==> src/rtl/cg_pkg.sv <==
// Shared types and default widths for the pixel-region clock-gate enable controller.
package cg_pkg;

  typedef enum logic [1:0] {
    ST_OFF  = 2'd0,
    ST_WAKE = 2'd1,
    ST_ON   = 2'd2,
    ST_IDLE = 2'd3
  } cg_state_t;

  localparam int CG_CNT_W    = 6;
  localparam int CG_IDLE_W   = 8;
  localparam int GATED_CNT_W = 16;
  localparam int WAKE_CNT_W  = 4;

endpackage

==> src/rtl/cg_hit_counter.sv <==
// Saturating up/down count of outstanding hits with a sticky over/underflow flag.
module cg_hit_counter
  import cg_pkg::*;
#(
  parameter int CNT_W = CG_CNT_W
) (
  input  logic             clk,
  input  logic             rst,
  input  logic             inc,
  input  logic             dec,
  output logic [CNT_W-1:0] cnt,
  output logic             err
);

  localparam logic [CNT_W-1:0] CNT_MAX = '1;

  logic [CNT_W-1:0] cnt_q, cnt_d;
  logic             err_q, err_d;

  always_comb begin
    cnt_d = cnt_q;
    err_d = err_q;
    if (inc && !dec) begin
      if (cnt_q == CNT_MAX) err_d = 1'b1;
      else                  cnt_d = cnt_q + 1'b1;
    end else if (dec && !inc) begin
      if (cnt_q == '0) err_d = 1'b1;
      else             cnt_d = cnt_q - 1'b1;
    end
  end

  always_ff @(posedge clk) begin
    if (rst) begin
      cnt_q <= '0;
      err_q <= 1'b0;
    end else begin
      cnt_q <= cnt_d;
      err_q <= err_d;
    end
  end

  assign cnt = cnt_q;
  assign err = err_q;

endmodule

==> src/rtl/cg_enable_ctrl.sv <==
// Clock-gate Enable generator: OFF/WAKE/ON/IDLE FSM on the ungated region clock.
// Optional gated-cycle statistics counter is built when CG_STATS_EN is defined.
module cg_enable_ctrl
  import cg_pkg::*;
#(
  parameter int CNT_W       = CG_CNT_W,
  parameter int WAKE_CYCLES = 2,
  parameter int IDLE_W      = CG_IDLE_W
) (
  input  logic                   ClkIn,
  input  logic                   Reset,
  input  logic                   HitIn,
  input  logic                   HitDone,
  input  logic                   ReadReq,
  input  logic                   ForceOn,
  input  logic [IDLE_W-1:0]      IdleThr,
  output logic                   Enable,
  output logic                   ClkReady,
  output logic [CNT_W-1:0]       HitCnt,
  output logic                   CntErr,
  output logic [GATED_CNT_W-1:0] GatedCycles
);

  localparam logic [WAKE_CNT_W-1:0] WAKE_LOAD = WAKE_CNT_W'(WAKE_CYCLES - 1);

  cg_state_t             state_q, state_d;
  logic                  enable_q, enable_d;
  logic                  clk_ready_q, clk_ready_d;
  logic [WAKE_CNT_W-1:0] wake_cnt_q, wake_cnt_d;
  logic [IDLE_W-1:0]     idle_cnt_q, idle_cnt_d;
  logic                  busy;

  cg_hit_counter #(
    .CNT_W (CNT_W)
  ) u_hit_counter (
    .clk (ClkIn),
    .rst (Reset),
    .inc (HitIn),
    .dec (HitDone),
    .cnt (HitCnt),
    .err (CntErr)
  );

  // A live HitIn counts as busy, so IDLE can never gate off in the cycle a hit lands.
  assign busy = HitIn | ReadReq | ForceOn | (HitCnt != '0);

  always_comb begin
    state_d    = state_q;
    wake_cnt_d = wake_cnt_q;
    idle_cnt_d = idle_cnt_q;
    case (state_q)
      ST_OFF: begin
        if (busy) begin
          state_d    = ST_WAKE;
          wake_cnt_d = WAKE_LOAD;
        end
      end
      ST_WAKE: begin
        if (wake_cnt_q == '0) state_d = ST_ON;
        else                  wake_cnt_d = wake_cnt_q - 1'b1;
      end
      ST_ON: begin
        if (!busy) begin
          state_d    = ST_IDLE;
          idle_cnt_d = '0;
        end
      end
      ST_IDLE: begin
        if (busy) begin
          state_d    = ST_ON;
          idle_cnt_d = '0;
        end else if (idle_cnt_q >= IdleThr) begin
          state_d = ST_OFF;
        end else begin
          idle_cnt_d = idle_cnt_q + 1'b1;
        end
      end
      default: state_d = ST_OFF;
    endcase
  end

  // Outputs are decoded from the next state so they land together with it.
  always_comb begin
    enable_d    = (state_d != ST_OFF);
    clk_ready_d = (state_d == ST_ON) || (state_d == ST_IDLE);
  end

  always_ff @(posedge ClkIn) begin
    if (Reset) begin
      state_q     <= ST_OFF;
      enable_q    <= 1'b0;
      clk_ready_q <= 1'b0;
      wake_cnt_q  <= '0;
      idle_cnt_q  <= '0;
    end else begin
      state_q     <= state_d;
      enable_q    <= enable_d;
      clk_ready_q <= clk_ready_d;
      wake_cnt_q  <= wake_cnt_d;
      idle_cnt_q  <= idle_cnt_d;
    end
  end

  assign Enable   = enable_q;
  assign ClkReady = clk_ready_q;

`ifdef CG_STATS_EN
  logic [GATED_CNT_W-1:0] gated_q, gated_d;

  always_comb begin
    gated_d = gated_q;
    if (!enable_q && (gated_q != '1)) gated_d = gated_q + 1'b1;
  end

  always_ff @(posedge ClkIn) begin
    if (Reset) gated_q <= '0;
    else       gated_q <= gated_d;
  end

  assign GatedCycles = gated_q;
`else
  assign GatedCycles = '0;
`endif

endmodule

==> config.mk <==
export PLATFORM = sky130hd
export DESIGN_NAME = cg_enable_ctrl
export DESIGN_NICKNAME = d
export VERILOG_FILES = /design/src/rtl/cg_pkg.sv /design/src/rtl/cg_hit_counter.sv /design/src/rtl/cg_enable_ctrl.sv
export SDC_FILE = /design/constraint.sdc
export NUM_CORES = 1
export LEC_CHECK = 0
export ABC_AREA = 1
export CORE_MARGIN = 5
export CORE_UTILIZATION = 40
export DETAILED_ROUTE_END_ITERATION = 10
export HOLD_SLACK_MARGIN = 0.15
export PLACE_DENSITY = 0.66
export RECOVER_POWER = 25
export SYNTH_ARGS = -nofsm -noshare
export SYNTH_HDL_FRONTEND = slang
export SYNTH_SLANG_ARGS = --single-unit
==> constraint.sdc <==
create_clock -name ClkIn -period 3.24 [get_ports ClkIn]
set_input_delay 0.324 -clock ClkIn [delete_from_list [all_inputs] [get_ports ClkIn]]
set_output_delay 0.324 -clock ClkIn [all_outputs]
set_load 0.05 [all_outputs]
== Word-level counts from Yosys, hierarchy flattened ==
Cells that the tools add are included.

* Register bits: 23

* Bitwise gates (word level): 3
* Mux-type cells: 21
* Reductions and logical operators: 18
* $add $sub $neg: 4
* Order comparisons: 1
* Eq/ne operators: 13

{| class="wikitable"
|+ Operators with widths
! kind !! number
|-
| $mux W6 || 4
|-
| $mux W8 || 3
|-
| $pmux W8 S2 || 1
|-
| $reduce_and A3 Y1 || 4
|-
| $mux W2 || 5
|-
| $ne A2 B2 Y1 const B || 5
|-
| $reduce_bool A2 Y1 || 5
|-
| $add A8 B1 Y8 const B || 1
|-
| $eq A2 B2 Y1 const B || 4
|-
| $ge A8 B8 Y1 || 1
|-
| $mux W4 || 2
|-
| $pmux W2 S4 || 1
|-
| $pmux W4 S2 || 1
|-
| $add A6 B1 Y6 const B || 1
|-
| $eq A6 B6 Y1 const B || 1
|-
| $logic_not A6 Y1 || 1
|-
| $reduce_bool A6 Y1 || 1
|-
| $sub A6 B1 Y6 const B || 1
|-
| $logic_not A4 Y1 || 1
|-
| $mux W1 || 4
|-
| $sub A4 B1 Y4 const B || 1
|-
| $ne A3 B3 Y1 const B || 1
|-
| $or A1 B1 Y1 || 3
|-
| $eq A2 B1 Y1 const B || 1
|-
| other kinds (5) || 7
|}

== Logic depth before layout (Yosys ltp) ==
* Depth in word-level cells: 7
* Depth in mapped cells: 14

== By module ==
A second synthesis with hierarchy kept.

* Cell total of the unflattened synthesis: 286
* Area, all modules: 1858.0 µm²

{| class="wikitable"
|+ Modules (own cells, without submodules)
! module !! area an instance (µm²) !! instances !! cells an instance !! sequential area each (µm²)
|-
| cg_enable_ctrl || 1316.3 || 1 || 202 || 320.3
|-
| cg_hit_counter || 541.8 || 1 || 84 || 140.1
|}

== Least setup slack after synthesis ==
OpenSTA, ideal clock, no wires.

* Kind: register to register
* Start point: register u_hit_counter.cnt_q[0] (netlist: u_hit_counter.cnt[0])
* End point: register u_hit_counter.cnt_q[1] (netlist: u_hit_counter.cnt[1])
* Required time: 3.117 ns
* Data arrival time: 1.650 ns
* Cell stages (with the launch flop): 8
* Setup slack: 1.467 ns
* Setup time: 0.123 ns
* Period minus slack after synthesis: 1.773 ns
* Cell sequence: dfxtp_1 inv_1 nand4_4 nor2_1 nor3_4 inv_1 o21ai_0 a21oi_1

* Cells in the longest elaborated chain, start to end: 4

{| class="wikitable"
|+ RTL lines
! item !! RTL line !! source
|-
| start: declaration || cg_hit_counter.sv:17 || <nowiki>logic [CNT_W-1:0] cnt_q, cnt_d;</nowiki>
|-
| start signal: assignment || cg_hit_counter.sv:37 || <nowiki>cnt_q <= cnt_d;</nowiki>
|-
| $sub A6 B1 Y6 || cg_hit_counter.sv:28 || <nowiki>else cnt_d = cnt_q - 1'b1;</nowiki>
|-
| $mux W6 || cg_hit_counter.sv:27 || <nowiki>if (cnt_q == '0) err_d = 1'b1;</nowiki>
|-
| $mux W6 || cg_hit_counter.sv:26 || <nowiki>end else if (dec && !inc) begin</nowiki>
|-
| $mux W6 || cg_hit_counter.sv:23 || <nowiki>if (inc && !dec) begin</nowiki>
|}

Parallel ways exist; a longest one is shown, timed or not. The select of a mux whose other input is x is not followed.
A chain may end at the register's enable or synchronous reset.

== Worst setup path in the final report ==
* Start point: input port HitIn
* End point: register u_hit_counter.cnt_q[5] (netlist: u_hit_counter.cnt[5])

* Cells in the longest elaborated chain, start to end: 4

{| class="wikitable"
|+ RTL lines
! item !! RTL line !! source
|-
| start: declaration || cg_enable_ctrl.sv:12 || <nowiki>input logic HitIn,</nowiki>
|-
| $logic_not A1 Y1 || cg_hit_counter.sv:26 ||
|-
| $logic_and A1 B1 Y1 || cg_hit_counter.sv:26 ||
|-
| $reduce_bool A2 Y1 (no line) || n/a ||
|-
| $reduce_and A3 Y1 (no line) || n/a ||
|}

Parallel ways exist; a longest one is shown, timed or not.

==> run summary <==
DR vias/cell -> 4.660
Hold slack final -> 0.5048 ns
Post-CTS Hold Fix Bufs -> 0
Largest net degree at the start of global routing -> 14
Reg clk slew, reported paths -> 0.08 ns
Overflow after GRT -> 0
Post-Syn Area -> 0.001739 mm2
Die Ht -> 75.94 um
Maximum clock path buffer count -> 2
Setup Viol. Count Final -> 0
Detail Route Antenna Nets -> 0
Htree depth -> 1
Crit Path Max Fanout -> 5
Peak VDD IR -> 0.0004124 V
Flop2flop setup slack -> 1.47 ns
Buffers on Ports -> 22
CP endpoint kind -> register
Vias in the first global route -> 1,378
Total power -> 0.001393 W
Slew margin rel. -> 64.74%
P per Cell Area -> 691.3 mW/mm2
Most frequent cells in the layout -> nand2_1 (56), inv_1 (35), nor2_1 (30)
WL final -> 3516 um
Initial antenna violation count -> 0
Fin crit period -> 2.157 ns
Wirelength per Cell -> 10.85 um
Fin. max-slew vios -> 0
Seq/Total Area, Yosys -> 25.32%
Reg2reg start -> u_hit_counter.cnt[5]$_SDFFE_PP0P_
Worst-Margin Slew -> 0.5241 ns
Setup Buffers After CTS -> 0
Post-synthesis register bit count -> 22
Hold Crit Start -> idle_cnt_q[7]$_SDFFE_PP0P_
Core area -> 0.004294 mm2
Reg-to-reg endpoint -> idle_cnt_q[5]$_SDFFE_PP0P_
Initial Utilization -> 40.50%
Commonest non-fill, non-tap cell in the layout -> nand2_1
P_leak -> 0.9384 nW
Post-route insts no fill -> 324
Starting DRT DRC Count -> 107
CTS Root Cell -> clkbuf_8
Post-synth cell types -> 30
Ports -> 39
Hpwl dp -> 2714 um
Skew-Pair Late Insertion Delay -> 0.27 ns
Hold Path Class -> reg -> reg
Diodes inserted -> 0
Final Hold Fails -> 0
RSZ-0062 raised after global routing -> no
CTS Sinks -> 22
CP arrival -> 2.36 ns
Syn-to-layout area delta -> 15.90%
Status -> completed
Placed Cells -> 320
CTS tree -> yes
Die ar. -> 0.005767 mm2
Placer Congestion -> 0.8524
DIE WIDTH -> 75.94 um
Vias -> 1,510
Final Core Density -> 46.94%
Crit. Startpoint -> HitIn
R2R cell count -> 8
Hold worst-path end -> idle_cnt_q[7]$_SDFFE_PP0P_
Number of buffers created by CTS -> 3
Cells after Synth -> 249
Max Cap Viol -> 0
Cell Rows -> 24
Fill count -> 452
Critical Path RT -> 3.44 ns
Drt pass-1 iters -> 4
Avg Cell Area, Syn -> 6.985 um2
Clock Skew -> 0.003874 ns
Layout cells sized above 1 -> 5.882%
Final period util -> 66.56%
Cts repair resizes -> 0
Setup TNS -> 0 ns
Worst setup SP type -> input pin
DRC -> 0
Worst hold path depth -> 2
Synth warnings -> 0
First-pass GRT wire length -> 6189 um
Peak Freq -> 0.4637 GHz
Critical setup path kind -> in -> reg
GRT Total Usage -> 12.49%
Nets@finish -> 304
[synthesized netlist by cell type]
cell type | count | area share, %
fa_1 | 1 | 1.2
o21a_1 | 1 | 0.43
nor2_4 | 2 | 1.3
nand2_4 | 1 | 0.65
o211ai_1 | 1 | 0.43
nor3_2 | 1 | 0.58
nor2_8 | 1 | 1.2
nand3_4 | 1 | 1.0
buf_4 | 16 | 6.9
nand4_1 | 5 | 1.8
o21ai_0 | 6 | 1.7
ha_1 | 16 | 12
nand3b_1 | 1 | 0.43
nor2_2 | 2 | 0.72
inv_2 | 1 | 0.22
nor4_1 | 1 | 0.36
conb_1 | 1 | 0.22
dfxtp_1 | 22 | 25
buf_2 | 1 | 0.29
inv_1 | 35 | 7.6
a21oi_1 | 17 | 4.9
a21oi_2 | 2 | 1.0
nand3_1 | 16 | 4.6
nand2_1 | 56 | 12
xnor2_1 | 6 | 3.0
xor2_1 | 4 | 2.0
nor3_4 | 1 | 0.94
clkbuf_1 | 1 | 0.22
nor2_1 | 29 | 6.3
nand4_4 | 1 | 1.2
[metrics by stage]
| stage | area, um2 | setup slack, ns |
|---|---|---|
| after floorplan | 1795 | 1.467 |
| after global placement | 1952 | 0.9601 |
| after detailed placement | 1952 | 0.8908 |
| after CTS | 2023 | 1.167 |
| after global routing | 2016 | 0.9077 |
| final | 2016 | 1.083 |
[layout make-up]
type / instances / area, um2 / share of cell area (%)
Inverter: 36 / 135.1 / 6.704
Clock buffer: 3 / 41.29 / 2.048
Multi-Input combinational cell: 188 / 1084 / 53.76
Tap cell: 52 / 65.06 / 3.228
Clock inverter: 1 / 30.03 / 1.490
Timing Repair Buffer: 22 / 220.2 / 10.92
Sequential cell: 22 / 440.4 / 21.85
[registers in the layout (all words and copies together), names as in the netlist]
name	count
idle_cnt_q	8
u_hit_counter.cnt	6
wake_cnt_q	4
state_q	2
Enable	1
u_hit_counter.err	1
[worst max-delay path, cell delays in order]
cell and delay (ns):
dlygate4sd3_1 0.57, ha_1 0.24, inv_1 0.14, ha_1 0.38, nand2_1 0.09, inv_1 0.06, nand4_1 0.07, o211ai_1 0.13
xor2_1 0.16, nand2_1 0.06, a21oi_1 0.12
[power breakdown]
group	internal [W]	total, W	switching, W
clock network	0.000165	0.000262	0.0000968
logic	0.000255	0.000708	0.000454
registers	0.000336	0.000423	0.0000866
total	0.000757	0.00139	0.000637
[kinds of logic (layout without fill, tap and decap cells)]
kind of cell / Yosys count / in the layout / synth area share (%)
adders and majority gates: 17 / 17 / 12.66
AOI/OAI and AO/OA: 27 / 27 / 8.490
and+or+nand+nor: 118 / 118 / 33.09
other: 1 / 16 / 0.2156
buffers and inverters: 54 / 62 / 15.18
DFF: 22 / 22 / 25.32
xor gates and xnor gates: 10 / 10 / 5.036
[worst max-delay path by stage]
stage / end / slack [ns] / cells past startpoint
2_1_floorplan: u_hit_counter.cnt[1]$_SDFFE_PP0P_ / 1.47 / 7
3_3_place_gp: u_hit_counter.cnt[5]$_SDFFE_PP0P_ / 0.96 / 9
3_5_place_dp: u_hit_counter.cnt[5]$_SDFFE_PP0P_ / 0.89 / 11
4_1_cts: u_hit_counter.cnt[5]$_SDFFE_PP0P_ / 1.17 / 11
5_1_grt: u_hit_counter.cnt[5]$_SDFFE_PP0P_ / 0.91 / 11
6_report: u_hit_counter.cnt[5]$_SDFFE_PP0P_ / 1.08 / 11
[per-layer routing]
metal | wire, um | global-route usage, % | vias to the layer above
met5 | 0 | 0 | -
met4 | 50 | 4.626 | 0
met3 | 192 | 2.488 | 5
met2 | 1497 | 18.32 | 34
met1 | 1776 | 17.88 | 659
li1 | - | - | 812
No activity file was read; power rests on OpenSTA's default activity.
